File: config.mk
export PLATFORM = sky130hd
export DESIGN_NAME = conv2_relu_pool_flat
export DESIGN_NICKNAME = d
export VERILOG_FILES = /design/src/rtl/conv2_relu_pool_if.sv /design/src/rtl/conv2_relu_pool.sv /design/src/flat_wrapper.sv
export SDC_FILE = /design/constraint.sdc
export NUM_CORES = 1
export LEC_CHECK = 0
export CORE_ASPECT_RATIO = 1.2
export CORE_MARGIN = 2
export CORE_UTILIZATION = 45
export CTS_CLUSTER_DIAMETER = 30
export DETAILED_ROUTE_END_ITERATION = 10
export GPL_TIMING_DRIVEN = 0
export MAX_ROUTING_LAYER = met4
export PLACE_DENSITY = 0.66
export SYNTH_ARGS = -nofsm -noshare
export SYNTH_HDL_FRONTEND = slang
export SYNTH_SLANG_ARGS = --single-unit
File: constraint.sdc
create_clock -name clk -period 3.65 [get_ports clk]
set_input_delay 0.73 -clock clk [delete_from_list [all_inputs] [get_ports clk]]
set_output_delay 0.73 -clock clk [all_outputs]
set_load 0.02 [all_outputs]
File: src/rtl/conv2_relu_pool_if.sv
// Stream bundle between conv2 channel-sum producer and the bias/ReLU/pool stage.
// slave = pool stage (consumes conv samples, drives pooled results); master = its environment.
interface conv2_relu_pool_if;
   logic               valid_in;
   logic signed [13:0] conv_in;
   logic signed [11:0] pool_out;
   logic               valid_out_pool;
   logic               frame_done;

   modport slave (
      input  valid_in,
      input  conv_in,
      output pool_out,
      output valid_out_pool,
      output frame_done
   );

   modport master (
      output valid_in,
      output conv_in,
      input  pool_out,
      input  valid_out_pool,
      input  frame_done
   );
endinterface

File: src/rtl/conv2_relu_pool.sv
// Bias + ReLU/saturate + 2x2 stride-2 max pool per conv2 channel; result 1 cycle after a window's last sample,
// no backpressure, any valid_in pattern. Define CONV2_POOL_RELU_EN to clamp negative sums to zero.
module conv2_relu_pool #(
   parameter int                 IN_W = 8,
   parameter int                 IN_H = 8,
   parameter logic signed [13:0] BIAS = 14'sd0
) (
   input logic              clk,
   input logic              rst_n,
   conv2_relu_pool_if.slave bus
);
   localparam int CW  = $clog2(IN_W);
   localparam int RW  = $clog2(IN_H);
   localparam int LBN = IN_W / 2;
   localparam int LW  = (LBN > 1) ? $clog2(LBN) : 1;

   logic [CW-1:0]      col_q, col_d;
   logic [RW-1:0]      row_q, row_d;
   logic signed [11:0] tmp_q, tmp_d;
   logic signed [11:0] pool_q, pool_d;
   logic               vld_q, vld_d;
   logic               done_q, done_d;
   logic signed [11:0] lb_q [LBN];

   logic signed [14:0] sum;
   logic signed [11:0] p;
   logic [LW-1:0]      lb_idx;
   logic signed [11:0] lb_rd;
   logic               lb_we;
   logic signed [11:0] lb_wdat;
   logic               col_last, row_last;

   function automatic logic signed [11:0] smax(input logic signed [11:0] a,
                                               input logic signed [11:0] b);
      return (a > b) ? a : b;
   endfunction

   assign sum = {bus.conv_in[13], bus.conv_in} + {BIAS[13], BIAS};

   always_comb begin
      if (sum > 15'sd2047)       p = 12'sh7FF;
      else if (sum < -15'sd2048) p = 12'sh800;
      else                       p = sum[11:0];
`ifdef CONV2_POOL_RELU_EN
      if (sum[14]) p = '0;
`endif
   end

   assign lb_idx   = LW'(col_q >> 1);
   assign lb_rd    = lb_q[lb_idx];
   assign col_last = (col_q == CW'(IN_W - 1));
   assign row_last = (row_q == RW'(IN_H - 1));

   // Even row pairs horizontally into the line buffer; odd row folds it in and emits on odd column.
   always_comb begin
      col_d   = col_q;
      row_d   = row_q;
      tmp_d   = tmp_q;
      pool_d  = pool_q;
      vld_d   = 1'b0;
      done_d  = 1'b0;
      lb_we   = 1'b0;
      lb_wdat = smax(tmp_q, p);
      if (bus.valid_in) begin
         if (col_last) begin
            col_d = '0;
            row_d = row_last ? '0 : row_q + 1'b1;
         end else begin
            col_d = col_q + 1'b1;
         end
         case ({row_q[0], col_q[0]})
            2'b00: tmp_d = p;
            2'b01: lb_we = 1'b1;
            2'b10: tmp_d = smax(lb_rd, p);
            default: begin
               pool_d = smax(tmp_q, p);
               vld_d  = 1'b1;
               done_d = row_last && col_last;
            end
         endcase
      end
   end

   always_ff @(posedge clk) begin
      if (!rst_n) begin
         col_q  <= '0;
         row_q  <= '0;
         tmp_q  <= '0;
         pool_q <= '0;
         vld_q  <= 1'b0;
         done_q <= 1'b0;
      end else begin
         col_q  <= col_d;
         row_q  <= row_d;
         tmp_q  <= tmp_d;
         pool_q <= pool_d;
         vld_q  <= vld_d;
         done_q <= done_d;
      end
   end

   // Every entry is written on an even row before the odd row reads it, so no reset is needed.
   always_ff @(posedge clk) begin
      if (lb_we) lb_q[lb_idx] <= lb_wdat;
   end

   assign bus.pool_out       = pool_q;
   assign bus.valid_out_pool = vld_q;
   assign bus.frame_done     = done_q;
endmodule

File: src/flat_wrapper.sv
// flat-port wrapper written by rule: the top's interface ports become plain ports
module conv2_relu_pool_flat 
#(
   parameter int                 IN_W = 8,
   parameter int                 IN_H = 8,
   parameter logic signed [13:0] BIAS = 14'sd0
)
  (clk, rst_n, bus_valid_in, bus_conv_in, bus_pool_out, bus_valid_out_pool, bus_frame_done);
  conv2_relu_pool_if bus_i ();
  input logic clk;
  input logic rst_n;
  input wire logic [$bits(bus_i.valid_in)-1:0] bus_valid_in;
  input wire logic [$bits(bus_i.conv_in)-1:0] bus_conv_in;
  output wire logic [$bits(bus_i.pool_out)-1:0] bus_pool_out;
  output wire logic [$bits(bus_i.valid_out_pool)-1:0] bus_valid_out_pool;
  output wire logic [$bits(bus_i.frame_done)-1:0] bus_frame_done;
  assign bus_i.valid_in = bus_valid_in;
  assign bus_i.conv_in = bus_conv_in;
  assign bus_pool_out = bus_i.pool_out;
  assign bus_valid_out_pool = bus_i.valid_out_pool;
  assign bus_frame_done = bus_i.frame_done;
  conv2_relu_pool #(.IN_W(IN_W), .IN_H(IN_H), .BIAS(BIAS)) u_core (.clk(clk), .rst_n(rst_n), .bus(bus_i));
endmodule
* Yosys cells after proc, flatten, opt, wreduce, memory -nomap -nowiden
Memories as Yosys holds them, arrays and structs flattened. A register that Yosys moved wholly into a read port is not among the register bits. Index checks and enable logic that the tools add are counted.
Storage, ports and cells: register bits 32, RAM bits 48, bits of input ports 17, memories 1
Memory list:
- u_core.lb_q | words 4, bits a word 12, read ports 1, clocked after memory_dff 1, wr ports 1, line conv2_relu_pool.sv:23 | logic signed [11:0] lb_q [LBN];
Cells by class: add/sub/neg operators 2, magnitude comparators 4, eq/ne operators 4, multiplexer cells 14, bitwise operators 3, reductions and logical operators 9
Operator list (count):
- 2-to-1 mux 12 bit | 4
- > comparator 12 bit | 2
- one-hot mux 12 bit (2 select lines) | 1
- > comparator 14 x 12 -> 1 bit (second input constant) | 1
- less-than comparator 14 x 12 -> 1 bit (second input constant) | 1
- AND reduction 2 bit | 4
- adder 3 x 1 -> 3 bit (second input constant) | 2
- == test 3 bit (second input constant) | 2
- 2-to-1 mux 3 bit | 2
- 2-to-1 mux 1 bit | 5
- OR reduction 5 bit | 1
- 2-to-1 mux 2 bit | 2
- inverter 1 bit | 3
- OR reduction 3 bit | 1
- == test 2 x 1 -> 1 bit (second input constant) | 1
- == test 2 bit (second input constant) | 1
- zero test 2 bit | 1
- nonzero test 2 bit | 1
- logical AND 1 bit | 1

* Logic depth before layout (Yosys ltp)
Gate-level depths: netlist (run 1).
depth in word-level cells 6, depth in mapped cells 15, mapped depth without buffers 11

* Least setup slack after synthesis (run 1)
Ideal clock, no wire load.
path kind in2reg, start point input port bus_conv_in[13], end point register u_core.pool_q[6] (netlist: u_core.bus.pool_out[6]), library setup time 0.059 ns, arrival time 3.720 ns, setup slack -0.129 ns, stages on the path 14, buffers on the path 4, path through buf_2 > buf_2 > buf_1 > nor2_1 > a21oi_1 > ha_1 > a21oi_1 > o21bai_1 > or3b_2 > a31o_1 > o221ai_1 > buf_4 > mux2i_1 > a22o_1
Between the ends: longest elaborated chain between the ends 5, elaborated cells on any way between the ends 6, those cells by class order compare: 3; mux: 3
RTL lines:
- from (decl) | line flat_wrapper.sv:13 | input wire logic [$bits(bus_i.conv_in)-1:0] bus_conv_in;
- less-than comparator 14 x 12 -> 1 bit | line conv2_relu_pool.sv:42 | else if (sum < -15'sd2048) p = 12'sh800;
- 2-to-1 mux 12 bit | line conv2_relu_pool.sv:42
- 2-to-1 mux 12 bit * | line conv2_relu_pool.sv:41 | if (sum > 15'sd2047) p = 12'sh7FF;
- > comparator 12 bit
- 2-to-1 mux 12 bit *
- named net u_core.lb_wdat[6] | line conv2_relu_pool.sv:30 | logic signed [11:0] lb_wdat;
- to (signal assigned) | line conv2_relu_pool.sv:96 | pool_q <= pool_d;
- to (decl) | line conv2_relu_pool.sv:20 | logic signed [11:0] pool_q, pool_d;
The timed path passes the listed nets; every way through them passes the cells marked *. A chain may end at the register's enable or synchronous reset.

* Final worst setup path (run 1)
start point input port bus_conv_in[13], end point register u_core.pool_q[0] (netlist: u_core.bus.pool_out[0])
The elaborated chain is that of the path after synthesis.

==> impl_metrics.csv, run 1 <==
group,metric,value,unit
clock_tree,numCtsBuffers,9,
route,routed_wl,9160,µm
synthesis,ys_warn_count,0,
worst_setup_path,critPathBufInv,3,
sta,tns,0,ps
floorplanning,die_area,10200,µm²
synthesis,synth_top_area_frac,0.342,
global_routing,grt-ovfl-total,0,
sta,fmax,293,MHz
sta,setup_slack,233,ps
sta,fin_worst_skew,11.4,ps
pwr,peakVddDrop,0.231,mV
final_layout,fin_util,0.567,
pwr,combPwrFrac,0.198,
synthesis,syn_inst,371,
placement,placed_cell_area,4770,µm²
synthesis,syn-num-nets,410,
clock_tree,cts_tree,"done",
synthesis,async_flop_share,0,
floorplanning,fp.dieH,110,µm
worst_setup_path,cp_max_fo,10,
route,drt-pass1-iter-count,6,
synthesis,synth_area_leader_cell,"edfxtp_1",
sta,timing_max_transition_violations_final,0,
worst_setup_path,slowest_delay,470,ps
worst_hold_path,min_from,"u_core.row_q[2]",
worst_setup_path,arrival,3660,ps
synthesis,synthDistinctLibCells,62,
floorplanning,num_rows,38,
worst_setup_path,worstSetupPathType,"in -> reg",
global_routing,grt.total_usage,0.201,
global_routing,grt_util_met2,0.342,
pwr,p_seq_frac,0.515,
pwr,p_clk_frac,0.287,
floorplanning,num_io_pins,31,
run,max-cap-violations,0,
global_routing,use_met1,0.242,
worst_setup_path,ff2ff_path_depth,10,
route,wl_per_cell,16.9,µm
worst_setup_path,timing.rr.end,"u_core.tmp_q[10]",
final_layout,diodes,0,
final_layout,mostFrequentLayoutCell,"edfxtp_1",
worst_setup_path,worstPathCellList,"buf_2 -> buf_2 -> clkbuf_4 -> nor2_1 -> a21oi_2 -> ha_1 -> a21oi_1 -> o21bai_1 -> or3b_2 -> a31o_1 -> o221ai_4 -> mux2_2 -> a22o_1",
final_layout,num-fill-cells,760,
placement,port_buffers,27,
global_routing,grt_max_degree,29,
pwr,p_sw,0.552,mW
worst_hold_path,min_to,"u_core.row_q[2]",
placement,dpl_worst_slack,-911,ps
synthesis,synthTopCellsByArea,"edfxtp_1 (34%), dfxtp_1 (16%), ha_1 (6.5%), mux4_2 (5.9%), nand2_1 (3.4%)",
global_routing,grt-busiest-layer,"met2",
clock_tree,clock-root-buffer,"clkbuf_8",
pwr,switching_share,0.273,
placement,dp_hpwl,6780,µm
clock_tree,cts_sinks,82,
final_layout,final_cell_mix,"edfxtp_1 (48), nand2_1 (38), dfxtp_1 (34)",
final_layout,nets,456,
sta,min_period_over_period,0.936,
clock_tree,cts_max_level,3,
global_routing,grt_pass1_vias,3147,
final_layout,drive_gt1_frac,0.190,
global_routing,antenna_found_initial,0,
floorplanning,core_area,9080,µm²
clock_tree,clk_pin_slew_worst_paths,80,ps
sta,fin_crit,3420,ps
sta,grt_setup_unrepaired,"no",
worst_hold_path,hp-class,"reg -> reg",
worst_hold_path,whs_path_depth,2,
final_layout,design_area,5150,µm²
worst_setup_path,required,3890,ps
route,dr_total_vias,3028,
sta,slew_headroom,0.387,
worst_setup_path,critPathTopFamily,"compound AO/OA/AOI/OAI gates",
synthesis,synth_edf_count,48,
worst_setup_path,cp-end-kind,"flip-flop",
worst_setup_path,regToRegSetupSlack,570,ps
pwr,power_leakage,1.87,nW
synthesis,ys_ff_latch,82,
worst_setup_path,critPathMostFrequentCell,"buf_2",
global_routing,gr-usage-met3,0.0279,
placement,gp_congestion,0.847,
synthesis,avgSynthCellArea,11.4,µm²
sta,tightest_slew,919,ps
synthesis,ys.flop_type,"edfxtp_1",
synthesis,ys_seq_area_frac,0.503,
route,viasPerCell,5.59,
pwr,p_per_area,393,nW/µm²
route,ant_nets,0,
sta,setup_viol_count_final,0,
clock_tree,clk-insertion-delay-late,350,ps
final_layout,area_growth_syn_to_layout,22.1,%
worst_setup_path,crit_slowest_cell,"or3b_2",
floorplanning,die_w,92.4,µm
clock_tree,cts-hold-fix-buffers,0,
pwr,power.internal,1.47,mW
clock_tree,cts_max_path_buffers,2,
synthesis,syn_area,4220,µm²
outcome,status,"completed",
route,drcViolationCount,0,
worst_setup_path,critPathLaunchType,"input port",
global_routing,grt_first_pass_wirelength,15300,µm
route,drtIter0Drc,82,
sta,finalHoldViolCount,0,
floorplanning,initial_core_util,0.464,
==> what timing repair did <==
| action | 4_1_cts | 5_1_grt |
|---|---|---|
| resized for setup | 19 | 12 |
| pin swaps | 1 | 2 |
| setup buffers | 1 | 1 |
| endpoints found under the setup margin | 60 | 60 |
| gates cloned | 1 | 1 |
| hold endpoints to repair | 0 | 0 |
==> metal layers <==
layer | up-vias | wire length (µm) | share of wire
met5 | - | 0 | 0
met4 | 0 | 114 | 0.012
met3 | 11 | 285 | 0.031
met2 | 58 | 4780 | 0.52
met1 | 1473 | 3990 | 0.44
li1 | 1486 | - | -
==> power by group through the flow <==
stage          Combinational [mW]  Clock [mW]  Sequential (mW)
5_1_grt                     0.439       0.635             1.04
4_1_cts                     0.387       0.592             1.04
3_3_place_gp                0.325           0             1.06
2_1_floorplan               0.248           0             1.05
3_5_place_dp                0.338           0             1.06
6_report                    0.401       0.580             1.04
==> cells in the mapped netlist, types with 3 or more instances <==
master	n
a21oi_1	17
a31oi_1	4
mux2i_1	13
nor4_1	3
and3_1	3
o21bai_1	3
nor2_1	31
a221o_1	11
clkbuf_1	7
ha_1	22
nand3_1	4
inv_1	18
o21ai_0	5
and2_1	5
nor4b_1	3
nor2b_1	7
a22o_1	9
edfxtp_1	48
mux4_2	11
nor3_1	12
dfxtp_1	34
buf_1	3
a21boi_0	4
buf_2	9
nand2_1	38
o21ba_1	4
==> tightest hold or removal path, stage by stage (launching register included) <==
cell and delay (ps):
dfxtp_1 320, nand2_1 50, a21boi_0 70
==> sequential cells by signal, indices dropped and copies added (netlist names), named ones only <==
register                   cells
u_core.bus.frame_done          1
u_core.lb_q                   48
u_core.bus.pool_out           12
u_core.row_q                   3
u_core.bus.valid_out_pool      1
u_core.col_q                   3
u_core.tmp_q                  12
==> per-stage QoR <==
stage | hold slack, ps | power [mW] | instances
global route | 494 | 2.12 | 542
CTS | 477 | 2.02 | 540
detailed placement | 455 | 1.40 | 524
floorplan | 447 | 1.30 | 371
finish | 475 | 2.02 | 542
global placement | 458 | 1.38 | 518
==> layout make-up <==
class,instances,area (µm²),area share
sequential,82,2120,0.412
clock inverter,5,30.0,0.00583
buffer,20,131,0.0255
inverter,19,71.3,0.0139
multi-input combinational,248,2120,0.412
clock buffer,11,141,0.0275
timing repair buffer,37,378,0.0734
tap,120,150,0.0292
==> how the worst max path moves through the flow <==
stage | startpoint | end | slack [ps] | cells past startpoint
final | bus_conv_in[13] | u_core.bus.pool_out[0] | 230 | 13
after global routing | bus_conv_in[13] | u_core.bus.pool_out[2] | 30 | 14
after CTS | bus_conv_in[11] | u_core.bus.pool_out[2] | 10 | 14
after detailed placement | bus_conv_in[11] | u_core.bus.pool_out[2] | -910 | 16
after global placement | bus_conv_in[11] | u_core.bus.pool_out[2] | -830 | 16
after floorplan | bus_conv_in[11] | u_core.bus.pool_out[10] | 10 | 15
==> logic make-up (layout without fill, tap and decap cells) <==
| group | after synthesis | in the layout | synth area share |
|---|---|---|---|
| AO/OA/AOI/OAI | 82 | 82 | 0.152 |
| XOR/XNOR | 1 | 1 | 0.00208 |
| adder cells (fa/ha/maj) | 22 | 22 | 0.0653 |
| buffers and inverters | 41 | 92 | 0.0427 |
| flip-flops | 82 | 82 | 0.503 |
| multiplexers | 27 | 27 | 0.101 |
| AND/OR/NAND/NOR | 116 | 116 | 0.133 |
Power figures use the tool's default switching activity.
==> inputs of run 2 (changes only) <==
Settings changed: CAP_MARGIN set to 40, CORE_ASPECT_RATIO 1.2 to not set, GPL_TIMING_DRIVEN 0 to not set.
==> run 2 against run 1 <==
Against the previous run: sequential power hardly changed; largest cell class is now sequential cells; combinational power is 1% lower; highest routed layer unchanged; register-to-register slack better by 140 ps; clock skew is 2.7 ps higher; die area hardly changed; routed wire length is 2.3% lower; via count is 1.3% higher; cell count is 0.55% higher; core utilization hardly changed; design area is 0.80% higher; sequential share of layout area is 0.33 points lower; sequential cell count stayed put.
==> impl_metrics.csv, run 2 (synthesized netlist as in run 1, its figures left out) <==
group,metric,value,unit
placement,dp_hpwl,6730,µm
sta,fin_worst_skew,14.1,ps
clock_tree,cts_setup_buffers,0,
final_layout,drive_gt1_frac,0.217,
floorplanning,fp.dieH,101,µm
floorplanning,die_w,101,µm
pwr,p_clk_frac,0.305,
pwr,combPwrFrac,0.191,
worst_setup_path,ff2ff_path_depth,9,
final_layout,register_area,2120,µm²
placement,placed_cell_area,4930,µm²
pwr,p_sw,0.589,mW
global_routing,use_met1,0.259,
route,viasPerCell,5.63,
worst_hold_path,min_from,"u_core.row_q[1]",
global_routing,grt_util_met2,0.308,
worst_setup_path,cp-end-kind,"flip-flop",
placement,gp_congestion,0.850,
final_layout,multi_input_area,2050,µm²
clock_tree,cts_max_path_buffers,2,
worst_hold_path,min_to,"u_core.row_q[1]",
worst_setup_path,regToRegSetupSlack,710,ps
clock_tree,clock-root-buffer,"clkbuf_8",
final_layout,design_area,5190,µm²
final_layout,nets,468,
clock_tree,cts_tree,"done",
pwr,p_seq_frac,0.503,
route,drtIter0Drc,123,
sta,grt_setup_unrepaired,"no",
global_routing,gr-usage-met3,0.0361,
sta,finalHoldViolCount,0,
floorplanning,initial_core_util,0.461,
placement,placed_cells,529,
global_routing,grt_max_degree,18,
final_layout,fin_util,0.567,
global_routing,grt-ovfl-total,0,
pwr,fin_total_pwr,2.06,mW
sta,fmax,299,MHz
clock_tree,clk-insertion-delay-late,360,ps
global_routing,antenna_found_initial,0,
worst_setup_path,arrival,3640,ps
placement,port_buffers,30,
sta,min_period_over_period,0.917,
pwr,switching_share,0.285,
final_layout,num-fill-cells,763,
floorplanning,num_rows,35,
sta,timing_max_transition_violations_final,0,
sta,tightest_slew,815,ps
route,drt-pass1-iter-count,4,
floorplanning,num_io_pins,31,
worst_setup_path,required,3940,ps
global_routing,grt.total_usage,0.195,
final_layout,mostFrequentLayoutCell,"edfxtp_1",
worst_hold_path,whs_path_depth,2,
worst_setup_path,cp_max_fo,12,
final_layout,top_register,"u_core.lb_q",
clock_tree,cts_sinks,82,
pwr,p_per_area,398,nW/µm²
floorplanning,die_area,10200,µm²
final_layout,area_growth_syn_to_layout,23.1,%
sta,slew_headroom,0.455,
final_layout,final_cell_mix,"edfxtp_1 (48), nand2_1 (38), buf_4 (38)",
sta,fin_crit,3350,ps
clock_tree,numCtsBuffers,9,
pwr,power.internal,1.48,mW
pwr,power_leakage,1.96,nW
clock_tree,cts_max_level,3,
floorplanning,core_area,9150,µm²
pwr,peakVddDrop,0.291,mV
worst_setup_path,timing.rr.end,"u_core.tmp_q[11]",
sta,setup_viol_count_final,0,
final_layout,diodes,0,
clock_tree,clk_pin_slew_worst_paths,80,ps
worst_setup_path,worstSetupPathType,"in -> reg",
route,drcViolationCount,0,
route,wl_per_cell,16.4,µm
route,routed_wl,8950,µm
run,max-cap-violations,0,
global_routing,grt_first_pass_wirelength,14700,µm
global_routing,grt-busiest-layer,"met2",
final_layout,layoutNonFillerInstCount,545,
worst_hold_path,hp-class,"reg -> reg",
route,ant_nets,0,
worst_setup_path,critPathLaunchType,"input port",
sta,hold_slack,473,ps
route,dr_total_vias,3066,
outcome,status,"completed",
final_layout,largest_reg_flops,48,
global_routing,grt_pass1_vias,2935,
==> run 2: how the worst max path moves through the flow <==
| stage | cells after the start | endpoint | from | slack (ps) |
|---|---|---|---|---|
| finish | 13 | u_core.bus.pool_out[6] | bus_conv_in[12] | 300 |
| floorplan | 15 | u_core.bus.pool_out[10] | bus_conv_in[11] | 10 |
| detailed placement | 14 | u_core.bus.pool_out[1] | bus_conv_in[11] | -270 |
| global placement | 14 | u_core.bus.pool_out[10] | bus_conv_in[11] | -190 |
| global route | 13 | u_core.bus.pool_out[7] | bus_conv_in[12] | 100 |
| CTS | 14 | u_core.bus.pool_out[10] | bus_conv_in[11] | 90 |
==> run 2: per-layer routing <==
layer | part of all wire | wire length (µm)
met3 | 0.040 | 361
met4 | 0.0085 | 76
met1 | 0.47 | 4200
met5 | 0 | 0
met2 | 0.48 | 4310
==> run 2: what timing repair did <==
action                     4_1_cts  5_1_grt
resized for setup                0        9
setup endpoints to repair        0       52
hold buffers                     0        0
==> run 2: metrics by stage <==
step / setup TNS [ps] / worst slack [ps]
after floorplan: 0 / 10.4
after CTS: 0 / 94.0
after global routing: 0 / 101
after detailed placement: -11540 / -268
after global placement: -7820 / -194
final: 0 / 302
==> run 2: layout make-up <==
class | count | share of cell area
clock inverter | 7 | 0.0135
clock buffer | 9 | 0.0239
multi-input combinational | 248 | 0.395
tap | 111 | 0.0268
inverter | 19 | 0.0137
sequential | 82 | 0.409
timing repair buffer | 69 | 0.118
==> run 2: critical path, cell delays in order <==
cell and delay, ps:
clkdlybuf4s50_1 460, buf_4 180, a21oi_2 80, ha_1 290, a21oi_1 150, o21bai_1 80, or3b_2 460, a31o_1 200
o221ai_2 120, buf_4 180, buf_4 140, mux2i_2 340, a22o_1 200
==> run 2: power groups by stage <==
stage	sequential (mW)	clock, mW	combinational [mW]
4_1_cts	1.04	0.650	0.375
3_5_place_dp	1.06	0	0.372
2_1_floorplan	1.05	0	0.248
5_1_grt	1.04	0.685	0.438
3_3_place_gp	1.06	0	0.364
6_report	1.04	0.630	0.395
==> inputs of run 3 (changes only) <==
Settings changed: PLACE_DENSITY 0.66 to not set.
Clock period 3.65 ns to 3.6 ns, I/O delays scaled along.
==> run 3 against run 2 <==
Against the previous run: critical endpoint is now u_core.bus.pool_out[5]; largest power group unchanged; register-to-register slack got worse by 130 ps; count of clock-buffer cells in the layout did not move; die area did not move; routed wire length rose by 6.5%; first-iteration DRC count rose by 22%; critical path depth rose by 1; design area fell by 0.72%; cell count did not move; worst setup slack got worse by 150 ps; combinational power fell by 2%; via count rose by 0.49%.
==> impl_metrics.csv, run 3 (synthesized netlist as in run 1, its figures left out) <==
group,metric,value,unit
outcome,status,"completed",
floorplanning,fp.dieH,101,µm
floorplanning,num_io_pins,31,
worst_setup_path,cp-end-kind,"flip-flop",
placement,dp_hpwl,6970,µm
sta,fin_worst_skew,5.79,ps
floorplanning,die_area,10200,µm²
clock_tree,clk_pin_slew_worst_paths,90,ps
worst_setup_path,crit_end,"u_core.bus.pool_out[5]",
worst_setup_path,crit_start,"bus_conv_in[13]",
final_layout,diodes,0,
run,max-cap-violations,0,
clock_tree,cts_sinks,82,
sta,tightest_slew,534,ps
sta,min_period_over_period,0.958,
final_layout,design_area,5150,µm²
worst_setup_path,critPathBufInv,4,
worst_setup_path,worstSetupPathType,"in -> reg",
worst_setup_path,worstPathCellList,"clkdlybuf4s50_1 -> buf_4 -> nand2_1 -> a21oi_2 -> ha_1 -> a21oi_1 -> o21bai_1 -> or3b_2 -> a31o_1 -> o221ai_2 -> buf_4 -> buf_4 -> mux2i_2 -> o21ba_1",
pwr,p_per_area,412,nW/µm²
clock_tree,clock-root-buffer,"clkbuf_8",
placement,gp_congestion,0.871,
worst_setup_path,crit_slowest_cell,"or3b_2",
route,wl_per_cell,17.5,µm
worst_hold_path,hp-class,"reg -> reg",
sta,slew_headroom,0.641,
sta,tns,0,ps
pwr,power_leakage,1.94,nW
clock_tree,clk-insertion-delay-late,350,ps
global_routing,grt_pass1_vias,3077,
final_layout,final_cell_mix,"edfxtp_1 (48), nand2_1 (38), buf_4 (38)",
global_routing,grt_util_met2,0.328,
worst_setup_path,ff2ff_path_depth,9,
global_routing,gr-usage-met3,0.0298,
global_routing,grt-busiest-layer,"met2",
clock_tree,cts_tree,"done",
route,ant_nets,0,
route,drcViolationCount,0,
worst_setup_path,critPathTopFamily,"buffers and inverters",
worst_setup_path,critPathLaunchType,"input port",
final_layout,top_register,"u_core.lb_q",
sta,fin_crit,3450,ps
route,routed_wl,9530,µm
global_routing,grt.total_usage,0.206,
route,dr_total_vias,3081,
route,viasPerCell,5.65,
sta,grt_setup_unrepaired,"no",
final_layout,drive_gt1_frac,0.217,
floorplanning,initial_core_util,0.461,
global_routing,grt-ovfl-total,0,
worst_setup_path,critPathMostFrequentCell,"buf_4",
route,drt-pass1-iter-count,4,
placement,placed_cell_area,4930,µm²
final_layout,largest_reg_flops,48,
clock_tree,cts_max_level,3,
worst_setup_path,slowest_delay,460,ps
pwr,peakVddDrop,0.259,mV
route,drtIter0Drc,150,
placement,port_buffers,30,
floorplanning,core_area,9150,µm²
clock_tree,cts_max_path_buffers,2,
sta,fmax,290,MHz
worst_setup_path,cp_max_fo,11,
global_routing,grt_first_pass_wirelength,15600,µm
sta,finalHoldViolCount,0,
floorplanning,num_rows,35,
global_routing,antenna_found_initial,0,
worst_setup_path,arrival,3750,ps
global_routing,grt_max_degree,16,
sta,timing_max_transition_violations_final,0,
worst_setup_path,timing.rr.end,"u_core.tmp_q[11]",
floorplanning,die_w,101,µm
clock_tree,numCtsBuffers,9,
worst_setup_path,regToRegSetupSlack,580,ps
worst_setup_path,required,3900,ps
final_layout,mostFrequentLayoutCell,"edfxtp_1",
global_routing,use_met1,0.277,
final_layout,area_growth_syn_to_layout,22.2,%
final_layout,nets,468,
worst_setup_path,path_depth,14,
sta,setup_viol_count_final,0,
[run 3: timing repair]
item | 4_1_cts | 5_1_grt
hold buffers | 0 | 0
resized for setup | 0 | 4
setup endpoints to repair | 0 | 60
buffers inserted | 0 | 0
[run 3: stage by stage]
| step | worst slack, ps | std cells | power, mW | hold WS [ps] | util |
|---|---|---|---|---|---|
| 6_report | 153 | 545 | 2.12 | 486 | 0.563 |
| 5_1_grt | 10.0 | 545 | 2.22 | 509 | 0.563 |
| 4_1_cts | 88.4 | 545 | 2.13 | 486 | 0.560 |
| 3_5_place_dp | -265 | 529 | 1.46 | 461 | 0.538 |
| 3_3_place_gp | -231 | 529 | 1.45 | 458 | 0.538 |
| 2_1_floorplan | 53.3 | 371 | 1.32 | 447 | - |
[run 3: layout make-up]
| type | count | area (µm²) |
|---|---|---|
| multi-input cells | 248 | 2010 |
| flip-flops and latches | 82 | 2120 |
| inverters | 19 | 71.3 |
| clock buffers | 9 | 124 |
| repair buffers | 69 | 608 |
| well taps | 111 | 139 |
| fillers | 798 | 4000 |
| clock inverters | 7 | 77.6 |
[run 3: routing by layer]
| metal | wire length, µm | part of all wire |
|---|---|---|
| met1 | 4550 | 0.48 |
| met4 | 123 | 0.013 |
| met2 | 4480 | 0.47 |
| met3 | 376 | 0.039 |
| met5 | 0 | 0 |
[run 3: how the worst min path moves through the flow]
stage                                   end  cells past startpoint                    start  slack, ps
global placement    u_core.bus.pool_out[10]                      1  u_core.bus.pool_out[10]        460
detailed placement   u_core.bus.pool_out[8]                      1   u_core.bus.pool_out[8]        460
floorplan                   u_core.row_q[1]                      2          u_core.row_q[1]        450
global route                u_core.row_q[1]                      2          u_core.row_q[1]        510
CTS                         u_core.row_q[1]                      2          u_core.row_q[1]        490
finish               u_core.bus.pool_out[8]                      1   u_core.bus.pool_out[8]        490
[run 3: worst reg2reg max path: stages, from the launching register on]
cell,delay [ps]
dfxtp_1,320
buf_4,260
mux4_2,560
ha_1,330
and4_1,260
nand2_1,90
nor4_2,290
a221oi_2,130
or2_4,320
a311o_1,360
[run 3: where the power goes]
group	internal [mW]	switching (mW)	leakage, nW	total [mW]
clock	0.325	0.356	0.0885	0.681
combinational	0.183	0.205	1.13	0.388
sequential	1.04	0.0194	0.715	1.06
total	1.54	0.580	1.94	2.12
